## src/rtl/issue_unit.sv

```systemverilog
// issue_unit -- in-order fetch/decode/dispatch front end.
//   Fetches 64-bit words from a synchronous instruction memory (data is valid
//   the cycle after imem_en_o), decodes them and strobes them into the
//   reservation station, retrying every rejected (full) dispatch until it is
//   accepted.
// Ports:
//   clk_i, rst_i (async, active high), start_i   control
//   imem_en_o, imem_addr_o, imem_data_i           instruction memory
//   unit_o, reg1_o..reg3_o, hasimm_o, imm_o,
//   enable_o, out_i                               RS dispatch port
//   busy_o, halted_o, pc_o, *_cnt_o               status / statistics
module issue_unit #(
    parameter int ADDR_W    = 10,
    parameter int START_PC  = 0,
    parameter int WORD_SIZE = 32,
    parameter int REG_SIZE  = 6
) (
    input  logic                 clk_i,
    input  logic                 rst_i,
    input  logic                 start_i,
    output logic                 imem_en_o,
    output logic [ADDR_W-1:0]    imem_addr_o,
    input  logic [63:0]          imem_data_i,
    output logic [2:0]           unit_o,
    output logic [REG_SIZE-1:0]  reg1_o,
    output logic [REG_SIZE-1:0]  reg2_o,
    output logic [REG_SIZE-1:0]  reg3_o,
    output logic                 hasimm_o,
    output logic [WORD_SIZE-1:0] imm_o,
    output logic                 enable_o,
    input  logic                 out_i,
    output logic                 busy_o,
    output logic                 halted_o,
    output logic [ADDR_W-1:0]    pc_o,
    output logic [15:0]          issued_cnt_o,
    output logic [15:0]          stall_cnt_o,
    output logic [15:0]          illegal_cnt_o
);
    typedef enum logic [2:0] {
        S_IDLE, S_FETCH, S_WAIT, S_ISSUE, S_RESP, S_HALTED
    } state_e;

    localparam logic [ADDR_W-1:0] START = ADDR_W'(START_PC);
    localparam logic [2:0]        U_HALT = 3'b101;

    state_e state_q, state_d;

    logic [ADDR_W-1:0]    pc_q, pc_d;
    logic [15:0]          issued_q, issued_d, stall_q, stall_d, illegal_q, illegal_d;
    logic [2:0]           unit_q, unit_d;
    logic [REG_SIZE-1:0]  reg1_q, reg1_d, reg2_q, reg2_d, reg3_q, reg3_d;
    logic                 hasimm_q, hasimm_d;
    logic [WORD_SIZE-1:0] imm_q, imm_d;

    // Decoded view of the memory word (only meaningful in S_WAIT).
    logic [2:0]         dec_unit;
    logic               dec_illegal;
    logic signed [31:0] dec_imm;

    assign dec_unit    = imem_data_i[63:61];
    assign dec_illegal = (dec_unit[2:1] == 2'b11);
    assign dec_imm     = imem_data_i[31:0];

    function automatic logic [15:0] sat_inc(input logic [15:0] v);
        return (v == 16'hFFFF) ? v : v + 16'd1;
    endfunction

    // ---- state register ----
    always_ff @(posedge clk_i or posedge rst_i) begin
        if (rst_i) state_q <= S_IDLE;
        else       state_q <= state_d;
    end

    // ---- next-state logic ----
    always_comb begin
        state_d = state_q;
        case (state_q)
            S_IDLE, S_HALTED: if (start_i) state_d = S_FETCH;
            S_FETCH:          state_d = S_WAIT;
            S_WAIT:           state_d = dec_illegal ? S_FETCH : S_ISSUE;
            S_ISSUE:          state_d = (unit_q == U_HALT) ? S_HALTED : S_RESP;
            S_RESP:           state_d = out_i ? S_FETCH : S_ISSUE;
            default:          state_d = S_IDLE;
        endcase
    end

    // ---- outputs decoded from state ----
    // enable is a pure state decode so an async reset drops it at once, and
    // ISSUE is never entered twice in a row, guaranteeing a low gap.
    always_comb begin
        imem_en_o = (state_q == S_FETCH);
        enable_o  = (state_q == S_ISSUE);
        halted_o  = (state_q == S_HALTED);
        busy_o    = (state_q != S_IDLE) && (state_q != S_HALTED);
    end

    // ---- datapath next-state ----
    always_comb begin
        pc_d      = pc_q;
        issued_d  = issued_q;
        stall_d   = stall_q;
        illegal_d = illegal_q;
        unit_d    = unit_q;
        reg1_d    = reg1_q;
        reg2_d    = reg2_q;
        reg3_d    = reg3_q;
        hasimm_d  = hasimm_q;
        imm_d     = imm_q;
        case (state_q)
            S_IDLE, S_HALTED: if (start_i) begin
                pc_d      = START;
                issued_d  = '0;
                stall_d   = '0;
                illegal_d = '0;
            end
            S_WAIT: begin
                if (dec_illegal) begin
                    // Illegal words are skipped without touching the fields,
                    // so they keep showing the last issued instruction.
                    illegal_d = sat_inc(illegal_q);
                    pc_d      = pc_q + 1'b1;
                end else begin
                    unit_d   = dec_unit;
                    hasimm_d = imem_data_i[60];
                    reg1_d   = REG_SIZE'(imem_data_i[59:54]);
                    reg2_d   = REG_SIZE'(imem_data_i[53:48]);
                    reg3_d   = REG_SIZE'(imem_data_i[47:42]);
                    imm_d    = WORD_SIZE'(dec_imm);
                end
            end
            // Halt is counted at its strobe; the RS never answers it.
            S_ISSUE: if (unit_q == U_HALT) issued_d = sat_inc(issued_q);
            S_RESP: begin
                if (out_i) begin
                    issued_d = sat_inc(issued_q);
                    pc_d     = pc_q + 1'b1;   // wraps modulo 2^ADDR_W
                end else begin
                    stall_d  = sat_inc(stall_q);
                end
            end
            default: ;
        endcase
    end

    // ---- datapath registers ----
    always_ff @(posedge clk_i or posedge rst_i) begin
        if (rst_i) begin
            pc_q      <= START;
            issued_q  <= '0;
            stall_q   <= '0;
            illegal_q <= '0;
            unit_q    <= '0;
            reg1_q    <= '0;
            reg2_q    <= '0;
            reg3_q    <= '0;
            hasimm_q  <= 1'b0;
            imm_q     <= '0;
        end else begin
            pc_q      <= pc_d;
            issued_q  <= issued_d;
            stall_q   <= stall_d;
            illegal_q <= illegal_d;
            unit_q    <= unit_d;
            reg1_q    <= reg1_d;
            reg2_q    <= reg2_d;
            reg3_q    <= reg3_d;
            hasimm_q  <= hasimm_d;
            imm_q     <= imm_d;
        end
    end

    assign imem_addr_o   = pc_q;
    assign pc_o          = pc_q;
    assign unit_o        = unit_q;
    assign reg1_o        = reg1_q;
    assign reg2_o        = reg2_q;
    assign reg3_o        = reg3_q;
    assign hasimm_o      = hasimm_q;
    assign imm_o         = imm_q;
    assign issued_cnt_o  = issued_q;
    assign stall_cnt_o   = stall_q;
    assign illegal_cnt_o = illegal_q;
endmodule

```

## config.mk

```make
export PLATFORM = sky130hd
export DESIGN_NAME = issue_unit
export DESIGN_NICKNAME = d
export VERILOG_FILES = /design/src/rtl/issue_unit.sv
export SDC_FILE = /design/constraint.sdc
export NUM_CORES = 1
export LEC_CHECK = 0
export ABC_CLOCK_PERIOD_IN_PS = 4800
export CELL_PAD_IN_SITES_DETAIL_PLACEMENT = 0
export CELL_PAD_IN_SITES_GLOBAL_PLACEMENT = 2
export CORE_ASPECT_RATIO = 0.6
export CORE_MARGIN = 3
export CORE_UTILIZATION = 28
export DETAILED_ROUTE_END_ITERATION = 8
export HOLD_SLACK_MARGIN = 0.02
export PLACE_DENSITY = 0.84
export SLEW_MARGIN = 10
export SYNTH_ARGS = -nofsm -noshare
export SYNTH_HDL_FRONTEND = slang
export SYNTH_SLANG_ARGS = --single-unit
```

## constraint.sdc

```tcl
create_clock -name clk_i -period 4.8 [get_ports clk_i]
set_clock_uncertainty 0.2 [all_clocks]
set_input_delay 0.48 -clock clk_i [delete_from_list [all_inputs] [get_ports clk_i]]
set_output_delay 0.48 -clock clk_i [all_outputs]
set_load 0.02 [all_outputs]
```

After elaboration in Yosys (flattened, before gate mapping)
Cells that the tools add are included.
{ "totals": {"in_bits": 68, "register_bits": 115, "word_cells": 67, "out_inout_bits": 126} }
{ "classes": {"bitwise": 1, "mux": 20, "add_sub_neg": 4, "reduce_logical": 13, "n_eq_ne": 18} }
{ "op_table": {"columns": ["op", "count"], "rows": [
  ["$mux 16", 8],
  ["$pmux 16 s2", 2],
  ["$add 16x1->16 const B", 3],
  ["$eq 16x16->1 const B", 3],
  ["$pmux 16 s3", 1],
  ["$mux 10", 3],
  ["$pmux 10 s3", 1],
  ["$reduce_and 4->1", 4],
  ["$pmux 3 s5", 1],
  ["$ne 2x2->1 const B", 6],
  ["$add 10x1->10 const B", 1],
  ["$eq 3x3->1 const B", 3],
  ["$reduce_bool 3->1", 3],
  ["$eq 3x2->1 const B", 2],
  ["$mux 2", 2],
  ["$reduce_bool 2->1", 2],
  ["$eq 3x1->1 const B", 1],
  ["$logic_not 3->1", 1],
  ["$mux 3", 1],
  ["$ne 3x3->1 const B", 1],
  ["$eq 2x2->1 const B", 1],
  ["$ne 2x1->1 const B", 1],
  ["$reduce_and 2->1", 1],
  ["$reduce_or 2->1", 1],
  ["3 further kinds", 3]
]} }

Longest topological paths before layout
{ "logic_depth": {"depth_word": 4, "mapped_depth": 9, "ltp_nobuf": 6} }

Worst setup path before layout
Ideal clock, no wire load.
{ "synth_path": {"path_kind": "reg2reg", "from": "register issued_q[0], in the netlist issued_cnt_o[0]", "to": "register issued_q[13], in the netlist issued_cnt_o[13]", "path_buffers": 1, "slack_ns": 2.558, "stages_incl_launch_ff": 8, "t_required_ns": 4.465, "arrival_ns": 1.907, "period_less_slack_ns": 2.242, "setup_ns": 0.135, "cell_sequence": "dfrtp_1 -> ha_1 -> nand3_1 -> nor4_2 -> o2bb2ai_2 -> nand2b_4 -> buf_6 -> o31ai_1"} }
{ "synth_between": {"elab_chain_cells": 4, "elab_cells_between_ends": 6, "cone_classes": "add/sub: 1; eq/ne: 1; mux: 4"} }
{ "synth_rtl": {"columns": ["element", "line", "rtl"], "rows": [
  ["from (decl)", "49", "logic [15:0] issued_q, issued_d, stall_q, stall_d, illegal_q, illegal_d;"],
  ["from (signal assigned)", "160", "issued_q <= issued_d;"],
  ["$add 16x1->16 / $eq 16x16->1 (equally long branches)", "65", "return (v == 16'hFFFF) ? v : v + 16'd1;"],
  ["$mux 16 (*)", "65", null],
  ["$mux 16, on equally long branches", "134, 132", null],
  ["$pmux 16 s3 (*)", "109", "case (state_q)"]
]} }
Every way passes the cells marked *; elsewhere a longest branch is shown, timed or not. The select of a mux whose other input is x is not followed.
A chain may end at the register's enable or synchronous reset.

Final worst setup path
{ "layout_path": {"from": "register state_q[1]", "to": "register illegal_q[13], in the netlist illegal_cnt_o[13]"} }
{ "layout_between": {"elab_chain_cells": 4, "elab_cells_between_ends": 10, "cone_classes": "eq/ne: 5; mux: 1; reduce/logical: 4"} }
{ "layout_rtl": {"columns": ["element", "line", "rtl"], "rows": [
  ["from (decl)", "46", "state_e state_q, state_d;"],
  ["from (signal assigned)", "71", "else state_q <= state_d;"],
  ["$eq 3x3->1 / $logic_not 3->1 (equally long branches)", "109", null],
  ["$reduce_or 2->1", "109", null],
  ["$ne 2x2->1 (no line) / $reduce_bool 2->1 (equally long branches)", null, null],
  ["$reduce_and 4->1 (no line)", null, null],
  ["to (signal assigned)", "162", "illegal_q <= illegal_d;"],
  ["to (decl)", "49", null]
]} }
Parallel ways exist; a longest one is shown, timed or not.

==> flow_metrics.tcl <==
set metrics [dict create \
    cts_tree "built" \
    hold_buffer_count_at_cts 0 \
    area_growth_syn_to_layout_pct 45.8 \
    dieHeight_um 116 \
    vias 4879 \
    global_route.usage.total_pct 14.9 \
    status "finished clean" \
    grt_pass1_vias 4674 \
    drv_slew 0 \
    routed_wl_um 16700 \
    firstDrtPassIters 4 \
    fin_hold_ws_ps 285 \
    finalWeightedCongestion 0.792 \
    htree_levels 4 \
    initial_core_util_pct 29.1 \
    timing.critical_path.fanout_max 19 \
    yosysTopAreaCell "sky130_fd_sc_hd__dfrtp_1" \
    gr-total-overflow 0 \
    post-place-ws_ps 1640 \
    cts_setup_buffers 0 \
    synthArstFlopShare_pct 100 \
    power.switching_fraction_pct 36.7 \
    cellInternalPower_mw 3.03 \
    chipWidth_um 190 \
    setup.worst_path.start_class "flop" \
    clkSlewWorstSetupHoldPaths_ps 60 \
    clockRootBuffer "sky130_fd_sc_hd__clkbuf_16" \
    synth_top_area_share_pct 50.7 \
    synthTopCellsByArea "sky130_fd_sc_hd__dfrtp_1 51%, sky130_fd_sc_hd__mux2_2 11%, sky130_fd_sc_hd__nand3_1 2.7%, sky130_fd_sc_hd__a21oi_1 2.6%, sky130_fd_sc_hd__a31oi_1 2.5%" \
    postSynthAreaPerCell_um2 10.8 \
    coreArea_um2 19500 \
    fp-row-count 39 \
    syn-instance-count 527 \
    critical_path.endpoint_type "flop" \
    hp-class "flop to flop" \
    final_area_um2 8270 \
    share_clk_of_total_power_pct 27.3 \
    maxClockFrequency_mhz 320 \
    vias_per_inst 4.98 \
    numClockSinks 115 \
    detail_route.drc_violations 0 \
    post_cts_resized 0 \
    hpwlAfterDp_um 12100 \
    period_needed_ps 3120 \
    clk_path_buf_depth 2 \
    cap_violations 0 \
    setup_repair_after_global_routing_missed_its_margin "no" \
    power_frac_seq_pct 31.4 \
    final-hold-violation-count 0 \
    p_sw_mw 1.75 \
    synth.cells.most_frequent "115 x sky130_fd_sc_hd__dfrtp_1, 54 x sky130_fd_sc_hd__mux2_2, 35 x sky130_fd_sc_hd__nand2_1, 35 x sky130_fd_sc_hd__nor2_1, 31 x sky130_fd_sc_hd__nand3_1" \
    combinational_group_share_of_total_power_pct 41.3 \
    crit_type "flop to flop" \
    synth-seq-cells 115 \
    post_synth_num_cell_types 62 \
    ys_dominant_reg_cell "sky130_fd_sc_hd__dfrtp_1" \
    maxSlewHeadroom_pct 37.4 \
    fin_setup_tns_ps 0 \
    drt-initial-drc-count 287 \
    ys_warn_count 0 \
    tritoncts.num_buffers 17 \
    tightest_slew_ps 935 \
    design.die.area_um2 22100 \
    post_dp_cell_area_um2 7660 \
    seq_area_frac_synth_pct 50.7 \
    ff2ff_path_depth 5 \
    critPathArrivalTime_ps 3250 \
    fin_nets 772 \
    final_layout_size_suffix_gt1_share_pct 14.7 \
    grt_max_degree 60 \
    synth_fp_nets 599 \
    min_path_cells 1 \
    post_synth_instance_area_um2 5670 \
    crit_required_ps 4930 \
    setup_ws_ps 1680 \
    grt_first_pass_wirelength_um 25900 \
    number_of_enable_flip_flop_cells_after_synthesis 0 \
    min_period_over_period_pct 65.0 \
    p_leak_nw 3.38 \
    port-buffer-count 183 \
    pin_count 194 \
    power.density_nw_per_um2 578 \
    antenna_violating_nets_post_route 0 \
    ir_worst_vdd_v 0.000241 \
    wl_per_cell_um 17.1 \
    finish_stage_setup_viols 0 \
    final_core_util_pct 42.5 \
    insertedDiodeCount 0 \
    synth.most_common_cell "sky130_fd_sc_hd__dfrtp_1" \
    worst_skew_pair.late_latency_ps 410 \
    grt_antenna_before_repair 0 \
]
## path summary, 6_finish.rpt
kind / start / to / slack (ps)
min in group asynchronous: rst_i / imm_o[12] / 370
worst min-delay path: stall_cnt_o[8] / stall_cnt_o[8] / 280
worst max-delay path: state_q[1] / illegal_cnt_o[13] / 1680
max in group asynchronous: rst_i / issued_cnt_o[15] / 3230
worst max register to register: state_q[1] / illegal_cnt_o[13] / 1680
worst min register to register: stall_cnt_o[8] / stall_cnt_o[8] / 280
## cell usage in the layout (no fill, tap or decap), types with 10 or more instances in the layout
cell type / instances
sky130_fd_sc_hd__nor3_1: 10
sky130_fd_sc_hd__dfrtp_1: 115
sky130_fd_sc_hd__nand3_1: 31
sky130_fd_sc_hd__clkdlybuf4s50_1: 183
sky130_fd_sc_hd__clkbuf_16: 17
sky130_fd_sc_hd__mux2_2: 54
sky130_fd_sc_hd__nor2_1: 35
sky130_fd_sc_hd__and3_1: 14
sky130_fd_sc_hd__a21oi_1: 30
sky130_fd_sc_hd__nand2_1: 34
sky130_fd_sc_hd__nand4_1: 11
sky130_fd_sc_hd__o21ai_0: 27
sky130_fd_sc_hd__o31ai_1: 11
sky130_fd_sc_hd__a31oi_1: 23
## sequential cells by signal, indices dropped and copies added (netlist names)
| signal | count |
|---|---|
| issued_cnt_o | 16 |
| reg1_o | 6 |
| reg3_o | 6 |
| hasimm_o | 1 |
| stall_cnt_o | 16 |
| illegal_cnt_o | 16 |
| imem_addr_o | 10 |
| reg2_o | 6 |
| state_q | 3 |
| imm_o | 32 |
| unit_o | 3 |
## routing by layer
layer  share of wire (%)  track usage, %
met1                  49            22.2
met3                 7.0            4.20
met4                0.81            3.94
met5                   0               0
met2                  43            21.3
## power groups by stage
stage | Sequential (mW) | Combinational, mW | Clock, mW
final | 1.50 | 1.97 | 1.31
after global routing | 1.54 | 2.12 | 1.38
after CTS | 1.50 | 2.00 | 1.34
after detailed placement | 1.51 | 2.00 | 0
after global placement | 1.49 | 1.97 | 0
after floorplan | 1.77 | 0.890 | 0
## area by class of cell
class / count / area [um^2]
Clock inverter: 15 / 183
Fill cell: 1835 / 11200
Multi-Input combinational cell: 372 / 2560
Sequential cell: 115 / 2880
Timing Repair Buffer: 185 / 1860
Tap cell: 266 / 333
Clock buffer: 17 / 425
Inverter: 9 / 36.3
## through the flow
| step | std cells | total power [mW] |
|---|---|---|
| 6_report | 979 | 4.78 |
| 5_1_grt | 979 | 5.05 |
| 4_1_cts | 979 | 4.84 |
| 3_5_place_dp | 947 | 3.51 |
| 3_3_place_gp | 947 | 3.46 |
| 2_1_floorplan | 527 | 2.66 |
## critical path, cell delays in order (launching register included)
cell and delay (ps):
sky130_fd_sc_hd__dfrtp_1 750, sky130_fd_sc_hd__nor3b_4 690, sky130_fd_sc_hd__nand3_1 480, sky130_fd_sc_hd__a31oi_1 560, sky130_fd_sc_hd__a41oi_1 180, sky130_fd_sc_hd__a31oi_1 170
## cells by family (layout without fill, tap and decap cells)
logic type               after synthesis  count (layout)  synth area share, %
buffers and inverters                 40             226                 4.32
multiplexers                          55              55                 10.9
flip-flops                           115             115                 50.7
AND/OR/NAND/NOR                      178             178                 17.4
XOR/XNOR                               6               6                0.926
AO/OA/AOI/OAI                        129             129                 14.9
adder cells (fa/ha/maj)                4               4                0.882
Power figures use the tool's default switching activity.
